==> config.mk <==
export PLATFORM = sky130hd
export DESIGN_NAME = id_seq_tx
export DESIGN_NICKNAME = d
export VERILOG_FILES = /design/src/rtl/id_seq_tx.sv
export SDC_FILE = /design/constraint.sdc
export NUM_CORES = 1
export LEC_CHECK = 0
export CORE_MARGIN = 2
export CORE_UTILIZATION = 42
export CTS_BUF_LIST = sky130_fd_sc_hd__clkbuf_4 sky130_fd_sc_hd__clkbuf_8 sky130_fd_sc_hd__clkbuf_16
export CTS_CLUSTER_SIZE = 16
export DETAILED_ROUTE_END_ITERATION = 12
export MAX_ROUTING_LAYER = met4
export PLACE_DENSITY_LB_ADDON = 0.25
export SYNTH_ARGS = -nofsm -noshare
export SYNTH_HDL_FRONTEND = slang
export SYNTH_SLANG_ARGS = --single-unit
==> constraint.sdc <==
create_clock -name clk -period 3.3 [get_ports clk]
set_clock_uncertainty 0.15 [all_clocks]
set_input_delay 0.825 -clock clk [delete_from_list [all_inputs] [get_ports clk]]
set_output_delay 0.825 -clock clk [all_outputs]
set_load 0.02 [all_outputs]
==> src/rtl/id_seq_tx.sv <==
// UART transmitter that sends a fixed ID_DATA byte sequence on each rising edge of start_i.
// Defining ID_SEQ_TX_PARITY_EN adds an even-parity bit after the data bits of every byte.
module id_seq_tx #(
  parameter int                   CLK_DIV = 434,
  parameter int                   SEQ_LEN = 10,
  parameter logic [8*SEQ_LEN-1:0] ID_DATA = "2024000000"
) (
  input  logic clk,
  input  logic rst,
  input  logic start_i,
  output logic busy_o,
  output logic done_o,
  output logic tx_o
);

  localparam int          IDX_W    = (SEQ_LEN > 1) ? $clog2(SEQ_LEN) : 1;
  localparam logic [15:0] BAUD_MAX = 16'(CLK_DIV - 1);
  localparam logic [IDX_W-1:0] IDX_LAST = IDX_W'(SEQ_LEN - 1);

  typedef enum logic [2:0] {
    S_IDLE,
    S_START,
    S_DATA,
    S_STOP
`ifdef ID_SEQ_TX_PARITY_EN
    , S_PARITY
`endif
  } state_e;

  state_e           state_q, state_d;
  logic [15:0]      baud_q, baud_d;
  logic [2:0]       bit_q, bit_d;
  logic [IDX_W-1:0] idx_q, idx_d;
  logic             done_q, done_d;
  logic             start_prev_q, start_prev_d;

  logic [7:0] cur_byte;
  logic       bit_end;

  assign cur_byte = ID_DATA[{idx_q, 3'b000} +: 8];
  assign bit_end  = (baud_q == 16'd0);

  // NOTE: every signal assigned here gets a default first so no path leaves it unassigned (no latches).
  always_comb begin
    state_d      = state_q;
    baud_d       = baud_q;
    bit_d        = bit_q;
    idx_d        = idx_q;
    done_d       = 1'b0;
    start_prev_d = start_i;

    unique case (state_q)
      S_IDLE: begin
        // The done_o cycle itself may not retrigger; earliest accept is one cycle later.
        if (start_i && !start_prev_q && !done_q) begin
          state_d = S_START;
          baud_d  = BAUD_MAX;
        end
      end
      S_START: begin
        if (bit_end) begin
          state_d = S_DATA;
          baud_d  = BAUD_MAX;
          bit_d   = 3'd0;
        end else begin
          baud_d = baud_q - 16'd1;
        end
      end
      S_DATA: begin
        if (bit_end) begin
          baud_d = BAUD_MAX;
          if (bit_q == 3'd7) begin
`ifdef ID_SEQ_TX_PARITY_EN
            state_d = S_PARITY;
`else
            state_d = S_STOP;
`endif
          end else begin
            bit_d = bit_q + 3'd1;
          end
        end else begin
          baud_d = baud_q - 16'd1;
        end
      end
`ifdef ID_SEQ_TX_PARITY_EN
      S_PARITY: begin
        if (bit_end) begin
          state_d = S_STOP;
          baud_d  = BAUD_MAX;
        end else begin
          baud_d = baud_q - 16'd1;
        end
      end
`endif
      S_STOP: begin
        if (bit_end) begin
          if (idx_q == IDX_LAST) begin
            state_d = S_IDLE;
            idx_d   = '0;
            baud_d  = 16'd0;
            done_d  = 1'b1;
          end else begin
            state_d = S_START;
            idx_d   = idx_q + 1'b1;
            baud_d  = BAUD_MAX;
          end
        end else begin
          baud_d = baud_q - 16'd1;
        end
      end
      default: state_d = S_IDLE;
    endcase
  end

  // NOTE: state registers use non-blocking assignments so all flops update from pre-edge values.
  always_ff @(posedge clk) begin
    if (rst) begin
      state_q      <= S_IDLE;
      baud_q       <= 16'd0;
      bit_q        <= 3'd0;
      idx_q        <= '0;
      done_q       <= 1'b0;
      start_prev_q <= 1'b1;
    end else begin
      state_q      <= state_d;
      baud_q       <= baud_d;
      bit_q        <= bit_d;
      idx_q        <= idx_d;
      done_q       <= done_d;
      start_prev_q <= start_prev_d;
    end
  end

  assign busy_o = (state_q != S_IDLE);
  assign done_o = done_q;

  always_comb begin
    tx_o = 1'b1;
    unique case (state_q)
      S_START:    tx_o = 1'b0;
      S_DATA:     tx_o = cur_byte[bit_q];
`ifdef ID_SEQ_TX_PARITY_EN
      S_PARITY:   tx_o = ^cur_byte;
`endif
      default:    tx_o = 1'b1;
    endcase
  end

endmodule
### Word level (Yosys, flattened, before mapping)

Index checks and enable logic that the tools add are counted.

* register bits: 28
* input bits: 3
* output and inout bits: 3
* word-level logic and storage cells: 60

* add/sub/neg operators: 3
* $lt $le $gt $ge: 1
* eq/ne operators: 11
* shifts and indexed selects: 1
* muxes and demuxes: 21
* bitwise operators: 2
* reductions and logical operators: 15

Operators by type and width (number)
* 80-bit by 8-bit variable part select with 8-bit output, first input constant: 1
* 16-bit 2-to-1 mux: 3
* 16-bit case mux with 3 select lines: 1
* 3-bit 2-to-1 mux: 8
* 16-bit zero test: 1
* 16-bit by 1-bit subtractor with 16-bit output, second input constant: 1
* 2-bit inequality test, second input constant: 6
* 3-bit case mux with 4 select lines: 1
* 9-bit 2-to-1 mux: 1
* 3-bit by 2-bit equality test with 1-bit output, second input constant: 2
* 3-bit case mux with 2 select lines: 1
* 3-bit nonzero test: 2
* 5-bit AND reduction: 1
* 4-bit by 1-bit adder with 4-bit output, second input constant: 1
* 4-bit equality test, second input constant: 1
* 3-bit by 4-bit less-than comparator with 1-bit output, second input constant: 1
* 4-bit 2-to-1 mux: 1
* 2-bit AND reduction: 2
* 4-bit AND reduction: 1
* 3-bit by 1-bit adder with 3-bit output, second input constant: 1
* 1-bit binary-select mux with 3-bit select: 1
* 3-bit by 1-bit equality test with 1-bit output, second input constant: 1
* 3-bit equality test, second input constant: 1
* 3-bit zero test: 1
* 8 further kinds: 13

### Logic depth before layout (Yosys ltp)

Gate-level depths: netlist of the first run.

* depth in word-level cells: 5
* mapped depth: 9
* mapped depth without buffers: 7

### Least setup slack after synthesis of the first run

OpenSTA, ideal clock, no wires.

* path type: register -> output
* from: register idx_q[1]
* to: output port tx_o
* arrival time: 1.456 ns
* required time: 2.325 ns
* slack: 0.869 ns
* cell stages (with the launch flop): 7
* buffers on the path: 0
* cells stage by stage: dfxtp_1 -> and2_1 -> ha_1 -> o21ai_0 -> a221oi_1 -> a31oi_1 -> mux2i_1

* cells in the longest elaborated chain, start to end: 4

RTL lines
* start: declaration: RTL line 33 `logic [IDX_W-1:0] idx_q, idx_d;`
* start signal: assignment: RTL line 128 `idx_q <= idx_d;`
* 80-bit by 8-bit variable part select with 8-bit output: RTL line 40 `assign cur_byte = ID_DATA[{idx_q, 3'b000} +: 8];`
* 1-bit binary-select mux with 3-bit select: RTL line 141 `S_DATA: tx_o = cur_byte[bit_q];`
* 1-bit 2-to-1 mux (not written as such): RTL line 141
* 1-bit case mux with 2 select lines: RTL line 139 `unique case (state_q)`
* end: declaration: RTL line 13 `output logic tx_o`

Every way passes these cells. The select of a mux whose other input is x is not followed.

### Worst setup path in the final report of the first run

* from: register idx_q[0]
* to: output port tx_o

The elaborated chain is that of the path after synthesis.

==> impl_results.md, run 1 <==
- Num rows: 23
- Worst Tran Pin Value: 0.7098 ns
- Largest net degree at the start of global routing: 20
- Setup repair after global routing missed its margin: false
- Crit start category: flip-flop
- Final Hold Fails: 0
- GP Congestion: 0.8539
- Proportion of power drawn by combinational gates: 59.0%
- NumNets Final: 226
- Synthesized instance count: 208
- Power density relative to cell area: 887.1 mW/mm2
- Clock insertion delay at the later pin of the skew report: 0.27 ns
- Floorplan Core Area: 0.003943 mm2
- Die footprint: 0.004539 mm2
- Most used flip-flop cell after synthesis: sky130_fd_sc_hd__dfxtp_1
- Residual DRC count: 0
- Leakage: 0.6566 nW
- Post-CTS setup repair buffer count: 0
- Number of global-route vias before repair: 1426
- ANT cells: 0
- Sinks on Clock Net: 27
- Max Buffers Root-to-Sink: 2
- VDD IR max: 0.4578 mV
- Aggregate global-route resource usage: 19.27%
- Total number of vias: 1541
- Commonest cells in the synthesized netlist: sky130_fd_sc_hd__dfxtp_1, sky130_fd_sc_hd__nor2_1, sky130_fd_sc_hd__o21ai_0, sky130_fd_sc_hd__a21oi_1, sky130_fd_sc_hd__nand2_1
- Int Power: 0.8393 mW
- Pre-CTS worst setup slack: 0.3480 ns
- Number of synthesized flops with an enable pin: 0
- Crit share post-route: 85.14%
- Clock transition at path regs: 0.09 ns
- Die W: 67.37 um
- Synthesis-stage register bit count: 27
- Total CTS buffers: 3
- DRC violation total after the first TritonRoute iteration: 101
- Outcome: completed
- Share of synthesized area occupied by flip-flops and latches: 32.05%
- Summed negative setup slack over all endpoints: 0 ns
- Largest fanout on the critical path: 7
- Post-detailed-route wirelength per cell: 14.58 um
- Number of vias per cell after detailed routing: 5.859
- Reported net switching power: 0.7868 mW
- Number of input and output port buffers inserted: 5
- Area Growth Syn to Fin: 8.680%
- Yosys warning total: 0
- Average instance area after synthesis: 8.109 um2
- Crit path setup slack, layout: 0.4904 ns
- Critical path start-end classification: flip-flop to output port
- Max Cap Viol: 0
- Final setup violation count: 0
- Initial cell density of the core: 42.78%
- First-pass GRT wire length: 6.561 mm
- Part of the total power dissipated in sequential elements: 29.4%
- TritonCTS clock tree: done
- Setup crit end kind: output port
- Number of unique standard cell types used by synthesis: 52
- I/O pin cnt: 6
- Share of post-route cells with drive strength above 1: 9.859%
- Largest cells by area after synthesis: sky130_fd_sc_hd__dfxtp_1, sky130_fd_sc_hd__ha_1, sky130_fd_sc_hd__nor2_1, sky130_fd_sc_hd__o21ai_0, sky130_fd_sc_hd__a21oi_1
- Post-layout min period: 2.810 ns
- Routed wire length: 3.834 mm
- Worst path required time: 2.32 ns
- Highest clock frequency the design can meet: 355.9 MHz
- 1st-pass router iterations: 4
- Count of antenna-violating nets left after detailed routing: 0
- Max-slew violation count: 0
- Syn_nets: 220
- Hpwl dp: 2.786 mm
- Switching part of the total power: 48.39%
- Synth async-reset ratio: 0%
- Post-synthesis instance area: 0.001687 mm2
- Leading area contributor after synthesis: sky130_fd_sc_hd__dfxtp_1
- Yosys top cell area share: 32.05%
- Clock share of power: 11.6%
- Kind of path behind the tightest hold check: flip-flop to flip-flop
- Overflow left after global routing: 0
- Tightest slew margin relative to the limit: 52.53%
- Vertical die dimension: 67.37 um
- Maximum level of the CTS H-tree: 1
- Arrival time at the worst endpoint: 1.83 ns
- Antenna violations before repair: 0
- Clock Tree Root: sky130_fd_sc_hd__clkbuf_8
[critical path: stages, from the launching register on]
cell,delay (ns)
sky130_fd_sc_hd__dfxtp_1,0.44
sky130_fd_sc_hd__and2_1,0.18
sky130_fd_sc_hd__ha_1,0.14
sky130_fd_sc_hd__o21ai_0,0.07
sky130_fd_sc_hd__a221oi_1,0.28
sky130_fd_sc_hd__a31oi_1,0.08
sky130_fd_sc_hd__mux2i_1,0.14
sky130_fd_sc_hd__dlymetal6s2s_1,0.23
[per-layer routing]
metal	vias to the layer above	GRT usage (%)	share of wire, %
li1	776	-	-
met1	741	23.93	49
met2	20	32.30	47
met3	4	2.000	2.6
met4	0	7.143	1.1
met5	-	-	0
[layout by cell type (no fill, tap or decap), types with 4 or more instances in the layout]
master and n:
sky130_fd_sc_hd__o21ai_0 17, sky130_fd_sc_hd__nand3_1 5, sky130_fd_sc_hd__nand2_1 13, sky130_fd_sc_hd__clkdlybuf4s50_1 4, sky130_fd_sc_hd__ha_1 9, sky130_fd_sc_hd__inv_1 8, sky130_fd_sc_hd__nor2_1 27, sky130_fd_sc_hd__a21oi_1 15
sky130_fd_sc_hd__nand4_1 6, sky130_fd_sc_hd__xor2_1 4, sky130_fd_sc_hd__dfxtp_1 27, sky130_fd_sc_hd__nor3_1 12, sky130_fd_sc_hd__or2_2 4
[power groups by stage]
| stage | combinational [mW] | sequential (mW) | clock, mW |
|---|---|---|---|
| floorplan | 0.762 | 0.461 | 0 |
| global placement | 0.954 | 0.484 | 0 |
| detailed placement | 0.956 | 0.482 | 0 |
| CTS | 0.960 | 0.475 | 0.203 |
| global route | 1.08 | 0.485 | 0.210 |
| finish | 0.960 | 0.478 | 0.188 |
[through the flow]
stage / utilization [%] / instances / area, um2 / hold slack, ns / power [mW]
after detailed placement: 45.26 / 259 / 1784 / 0.3331 / 1.438
after floorplan: - / 208 / 1687 / 0.3046 / 1.223
after global routing: 46.49 / 263 / 1833 / 0.3730 / 1.770
final: 46.49 / 263 / 1833 / 0.3414 / 1.626
after CTS: 46.43 / 263 / 1831 / 0.3482 / 1.639
after global placement: 45.26 / 259 / 1784 / 0.3295 / 1.438
[cells by family (layout without fill, tap and decap cells)]
| family | Yosys count | after routing | share of synthesized area (%) |
|---|---|---|---|
| XOR/XNOR | 5 | 5 | 2.596 |
| adder cells (fa/ha/maj) | 9 | 9 | 6.677 |
| AO/OA/AOI/OAI | 58 | 58 | 22.92 |
| buffers and inverters | 15 | 20 | 4.006 |
| flip-flops | 27 | 27 | 32.05 |
| AND/OR/NAND/NOR | 92 | 92 | 30.56 |
| multiplexers | 2 | 2 | 1.187 |
[layout make-up]
class / count / area, um2
clock inverter: 1 / 5.005
tap: 50 / 62.56
fill: 399 / 2110
inverter: 8 / 30.03
clock buffer: 3 / 41.29
sequential: 27 / 540.5
timing repair buffer: 8 / 75.07
multi-input combinational: 166 / 1079
[path summary, 6_finish.rpt]
kind | startpoint | to | slack [ns] | depth (start not counted)
min | baud_q[6] | baud_q[6] | 0.34 | 2
min reg2reg | baud_q[6] | baud_q[6] | 0.34 | 2
max | idx_q[0] | tx_o | 0.49 | 7
max reg2reg | baud_q[0] | baud_q[7] | 0.88 | 8
[flip-flops by register name, summed over array words and instances (netlist names)]
signal,count
done_o,1
bit_q,3
baud_q,16
state_q,2
start_prev_q,1
idx_q,4
[what timing repair did]
action                                  CTS  global route
resized for setup                         0             1
endpoints found under the setup margin    0             1
hold buffers                              0             0
(Power assumes the default switching activity.)
==> run 2: changes to the inputs <==
Settings changed: CORE_ASPECT_RATIO set to 2, CORE_MARGIN 2 to unset.
==> impl_results.md, run 2 (synthesized netlist as in run 1, its figures left out) <==
- Outcome: completed
- 1st-pass router iterations: 4 (unchanged)
- Final setup violation count: 0 (unchanged)
- Clock Tree Root: sky130_fd_sc_hd__clkbuf_8
- Footprint of the multi-input gates: 0.001079 mm2 (unchanged)
- Clock transition at path regs: 0.09 ns (about the same)
- Highest clock frequency the design can meet: 317.8 MHz (-11%)
- Summed negative setup slack over all endpoints: 0 ns (unchanged)
- Number of flip-flops under the largest register name: 16 (unchanged)
- Worst path required time: 2.32 ns (about the same)
- Kind of path behind the tightest hold check: flip-flop to flip-flop
- Largest fanout on the critical path: 7 (unchanged)
- Routed wire length: 4.230 mm (+10%)
- Worst Tran Pin Value: 0.6736 ns (-0.03616 ns)
- Number of global-route vias before repair: 1541 (+8.1%)
- Largest net degree at the start of global routing: 19 (-5.0%)
- Power density relative to cell area: 900.0 mW/mm2 (+1.5%)
- Max-slew violation count: 0 (unchanged)
- Arrival time at the worst endpoint: 2.17 ns (+0.34 ns)
- Sinks on Clock Net: 27 (unchanged)
- Number of input and output port buffers inserted: 5 (unchanged)
- Part of the total power dissipated in sequential elements: 29.0% (-0.4 points)
- Crit path largest cell delay: 0.61 ns (+0.17 ns)
- Total CTS buffers: 3 (unchanged)
- Floorplan Core Area: 0.003844 mm2 (-2.5%)
- Int Power: 0.8607 mW (+2.6%)
- NumNets Final: 228 (+0.88%)
- Vertical die dimension: 91.62 um (+36%)
- GP Congestion: 0.9082 (+6.4%)
- Overflow left after global routing: 0 (unchanged)
- Setup repair after global routing missed its margin: false
- Post-layout min period: 3.146 ns (+0.3367 ns)
- Switching part of the total power: 48.32% (-0.066 points)
- Aggregate global-route resource usage: 22.73% (+3.5 points)
- Clock share of power: 12.1% (+0.5 points)
- ANT cells: 0 (unchanged)
- Max Buffers Root-to-Sink: 2 (unchanged)
- Setup crit end kind: output port
- Proportion of power drawn by combinational gates: 59.0% (about the same)
- Share of post-route cells with drive strength above 1: 11.16% (+1.3 points)
- Master of the slowest instance on the critical path: sky130_fd_sc_hd__clkdlybuf4s50_1
- Antenna violations before repair: 0 (unchanged)
- Die footprint: 0.004289 mm2 (-5.5%)
- Num rows: 32 (+39%)
- Post-detailed-route wirelength per cell: 15.90 um (+9.1%)
- Tightest slew margin relative to the limit: 54.95% (+2.4 points)
- Residual DRC count: 0 (unchanged)
- Crit path setup slack, layout: 0.1537 ns (-0.3367 ns)
- Count of antenna-violating nets left after detailed routing: 0 (unchanged)
- Die W: 46.81 um (-31%)
- Highest-count cells in the layout ignoring fill and taps: sky130_fd_sc_hd__nor2_1, sky130_fd_sc_hd__dfxtp_1, sky130_fd_sc_hd__o21ai_0, sky130_fd_sc_hd__a21oi_1, sky130_fd_sc_hd__nand2_1
- Crit share post-route: 95.34% (+10 points)
- Layout filler cell count: 435 (+9.0%)
- Top flop regs: baud_q: 16 flops, idx_q: 4 flops, bit_q: 3 flops
- Hpwl dp: 3.303 mm (+19%)
- Total number of vias: 1592 (+3.3%)
- Crit start category: flip-flop
- Sequential cell area: 541.8 um2 (+0.23%)
- Initial cell density of the core: 43.88% (+1.1 points)
- Final Hold Fails: 0 (unchanged)
- Leakage: 0.6647 nW (+1.2%)
- Total power of the final layout: 1.666 mW (+2.4%)
- Number of vias per cell after detailed routing: 5.985 (+2.1%)
- Max Cap Viol: 0 (unchanged)
- Clock insertion delay at the later pin of the skew report: 0.27 ns (about the same)
- DRC violation total after the first TritonRoute iteration: 37 (-63%)
- First-pass GRT wire length: 6.955 mm (+6.0%)
- Pre-CTS worst setup slack: 0.3651 ns (+0.01711 ns)
- VDD IR max: 0.4589 mV (+0.25%)
- Area Growth Syn to Fin: 9.718%
- Cells traversed along the worst timing path: and2_1 -> ha_1 -> o21ai_0 -> a221oi_1 -> a31oi_1 -> mux2i_1 -> clkdlybuf4s50_1
- Leading cell type in the layout, fill and taps excluded: sky130_fd_sc_hd__nor2_1
- Reported net switching power: 0.8048 mW (+2.3%)
- TritonCTS clock tree: done
- I/O pin cnt: 6 (unchanged)
- Maximum level of the CTS H-tree: 1 (unchanged)
- Final core occ: 48.14% (+1.7 points)
- Hold Buf Count CTS: 0 (unchanged)
- Critical path start-end classification: flip-flop to output port
- Register with the most flip-flops: baud_q
[run 2: cell types whose count changed in the layout (fill, tap and decap cells not counted), sizes merged]
cell / change
dlymetal6s2s: -1
clkbuf: +1
clkinv: -1
buf: +2
clkdlybuf4s50: +1
[run 2: layout make-up]
class	count	area share (%)
timing repair buffer	10	4.733
sequential	27	29.28
multi-input combinational	166	58.28
inverter	8	1.623
clock buffer	4	2.637
tap	51	3.448
[run 2: worst paths after layout]
check             slack [ns]         to  depth (start not counted)      start
setup / recovery        0.15       tx_o                          7   idx_q[0]
hold / removal          0.34  baud_q[6]                          2  baud_q[6]
setup reg to reg        0.93   idx_q[3]                          8  baud_q[0]
hold reg to reg         0.34  baud_q[6]                          2  baud_q[6]
[run 2: through the flow]
step / instance area (um2) / hold slack, ns / std cells
finish: 1851 / 0.3449 / 266
global route: 1851 / 0.3821 / 266
CTS: 1849 / 0.3517 / 266
detailed placement: 1800 / 0.3381 / 262
global placement: 1800 / 0.3327 / 262
floorplan: 1687 / 0.3046 / 208
[run 2: power by group through the flow]
stage	registers, mW	logic (mW)	clock network, mW
final	0.482	0.983	0.201
after global routing	0.490	1.08	0.217
after CTS	0.480	0.980	0.206
after detailed placement	0.488	0.976	0
after global placement	0.487	0.978	0
after floorplan	0.461	0.762	0
[run 2: worst max-delay path, delay by kind of cell (launching register included)]
kind                     cells  cell delay, ns
AO/OA/AOI/OAI                3            0.44
flip-flops                   1            0.39
buffers and inverters        1            0.61
adder cells (fa/ha/maj)      1            0.14
AND/OR/NAND/NOR              1            0.16
multiplexers                 1            0.15
[run 2: what timing repair did]
| item | 4_1_cts | 5_1_grt |
|---|---|---|
| endpoints found under the hold margin | 0 | 0 |
| resized for setup | 0 | 1 |
| setup endpoints to repair | 0 | 1 |
| buffers inserted | 0 | 0 |
[run 2: per-layer routing]
layer,vias to the layer above,wire (um),global-route usage (%)
li1,778,-,-
met1,760,1561,22.15
met2,34,2323,39.81
met3,20,78,1.969
met4,0,266,13.81
met5,-,0,-
==> run 3: changes to the inputs <==
Settings changed: CORE_MARGIN set to 2.
==> impl_results.md, run 3 (synthesized netlist as in run 1, its figures left out) <==
- Master of the slowest instance on the critical path: sky130_fd_sc_hd__dfxtp_1
- Num rows: 32 (unchanged)
- Hpwl dp: 3.252 mm (-1.6%)
- First-pass GRT wire length: 7.238 mm (+4.1%)
- Number of input and output port buffers inserted: 5 (unchanged)
- Largest net degree at the start of global routing: 15 (-4)
- Total power of the final layout: 1.683 mW (+1.0%)
- Overflow left after global routing: 0 (unchanged)
- Antenna violations before repair: 0 (unchanged)
- Floorplan Core Area: 0.003844 mm2 (unchanged)
- Outcome: completed
- Peak-usage layer in the global routing report: met2
- Crit share post-route: 86.05% (-9.3 points)
- Summed negative setup slack over all endpoints: 0 ns (unchanged)
- Largest fanout on the critical path: 7 (unchanged)
- I/O pin cnt: 6 (unchanged)
- Clock Tree Root: sky130_fd_sc_hd__clkbuf_8
- Max Cap Viol: 0 (unchanged)
- Max-slew violation count: 0 (unchanged)
- Count of antenna-violating nets left after detailed routing: 0 (unchanged)
- Initial cell density of the core: 43.88% (unchanged)
- GP Congestion: 0.8801 (-3.1%)
- Residual DRC count: 0 (unchanged)
- Number of global-route vias before repair: 1560 (+1.2%)
- Tightest slew margin relative to the limit: 59.30% (+4.3 points)
- Die W: 48.81 um (+4.3%)
- Setup repair after global routing missed its margin: false
- 1st-pass router iterations: 4 (unchanged)
- DRC violation total after the first TritonRoute iteration: 25 (-32%)
- Layout filler cell count: 421 (-3.2%)
- Number of flip-flops under the largest register name: 16 (unchanged)
- Top flop regs: baud_q: 16 flops, idx_q: 4 flops, bit_q: 3 flops
- Post-layout min period: 2.839 ns (-0.3068 ns)
- Total number of vias: 1580 (-0.75%)
- Vertical die dimension: 93.62 um (+2.2%)
- Max Buffers Root-to-Sink: 2 (unchanged)
- Number of vias per cell after detailed routing: 5.918 (-1.1%)
- Setup crit end kind: output port
- Clock insertion delay at the later pin of the skew report: 0.28 ns (about the same)
- Critical path start-end classification: flip-flop to output port
- Worst Tran Pin Value: 0.6042 ns (-0.06946 ns)
- Register with the most flip-flops: baud_q
- Crit path max-delay family: compound AO/OA/AOI/OAI gates
- Die footprint: 0.004570 mm2 (+6.5%)
- Share of post-route cells with drive strength above 1: 11.11% (-0.052 points)
- Power density relative to cell area: 905.1 mW/mm2 (+0.57%)
- Arrival time at the worst endpoint: 1.86 ns (-0.31 ns)
- Maximum level of the CTS H-tree: 1 (unchanged)
- Crit path largest cell delay: 0.44 ns (-0.17 ns)
- Met1 Usage GRT: 19.44% (-2.7 points)
- Clock transition at path regs: 0.09 ns (about the same)
- Count of buffer and inverter cells on the critical path: 1 (unchanged)
- Final setup violation count: 0 (unchanged)
- Crit start category: flip-flop
- Final Hold Fails: 0 (unchanged)
- Highest clock frequency the design can meet: 352.2 MHz (+11%)
- Highest-count cells in the layout ignoring fill and taps: sky130_fd_sc_hd__nor2_1, sky130_fd_sc_hd__dfxtp_1, sky130_fd_sc_hd__o21ai_0, sky130_fd_sc_hd__a21oi_1, sky130_fd_sc_hd__nand2_1
- Sinks on Clock Net: 27 (unchanged)
- VDD IR max: 0.5154 mV (+12%)
- Met3 global-route usage: 1.597% (-0.37 points)
- Area Growth Syn to Fin: 10.24%
- NumNets Final: 229 (+0.44%)
- Routed wire length: 4.276 mm (+1.1%)
- Kind of path behind the tightest hold check: flip-flop to flip-flop
- TritonCTS clock tree: done
- GR met2 Demand/Resource: 41.32% (+1.5 points)
- Leakage: 0.6724 nW (+1.2%)
- Post-CTS setup repair buffer count: 0 (unchanged)
- Worst path required time: 2.32 ns (about the same)
- Post-detailed-route wirelength per cell: 16.01 um (+0.71%)
- Total CTS buffers: 3 (unchanged)
- ANT cells: 0 (unchanged)
- Cells traversed along the worst timing path: and2_1 -> ha_1 -> o21ai_0 -> a221oi_1 -> a31oi_1 -> mux2i_1 -> dlymetal6s2s_1
- Aggregate global-route resource usage: 21.06% (-1.7 points)
==> run 3: per-stage QoR <==
step	cell area, um2	std cells	setup slack [ns]	hold slack (ns)	utilization (%)
floorplan	1687	208	0.8690	0.3046	-
global placement	1808	263	0.3654	0.3197	47.04
detailed placement	1808	263	0.3686	0.3278	47.04
CTS	1857	267	0.06116	0.3419	48.31
global route	1859	267	0.2977	0.3759	48.37
finish	1859	267	0.4605	0.3353	48.37
==> run 3: cell type report <==
type / count / area [um2] / area share (%)
sequential: 27 / 540.5 / 29.07
clock buffer: 4 / 48.80 / 2.624
inverter: 8 / 30.03 / 1.615
timing repair buffer: 11 / 97.59 / 5.249
multi-input combinational: 166 / 1079 / 58.01
tap: 51 / 63.81 / 3.432
==> run 3: power breakdown <==
| group | total, mW | switching, mW | internal (mW) |
|---|---|---|---|
| clock | 0.200 | 0.105 | 0.0950 |
| sequential | 0.480 | 0.0928 | 0.388 |
| combinational | 1.00 | 0.618 | 0.384 |
| total | 1.68 | 0.816 | 0.867 |
==> run 3: worst paths after layout <==
kind | startpoint | to | slack [ns] | cells after the start
setup / recovery | idx_q[0] | tx_o | 0.46 | 7
setup reg to reg | baud_q[0] | idx_q[3] | 0.89 | 8
hold reg to reg | baud_q[6] | baud_q[6] | 0.34 | 2
hold / removal | baud_q[6] | baud_q[6] | 0.34 | 2
==> run 3: worst min-delay path: stages (launching register included) <==
cell,delay [ns]
sky130_fd_sc_hd__dfxtp_1,0.33
sky130_fd_sc_hd__nand2_1,0.06
sky130_fd_sc_hd__a21oi_1,0.05
==> run 3: timing repair <==
action,CTS,global route
hold buffers,0,0
setup endpoints to repair,0,1
resized for setup,0,1
==> run 3: metal layers <==
metal | share of wire, % | up-vias
li1 | - | 784
met1 | 37 | 753
met2 | 57 | 32
met3 | 1.7 | 11
met4 | 3.7 | 0
met5 | 0 | -
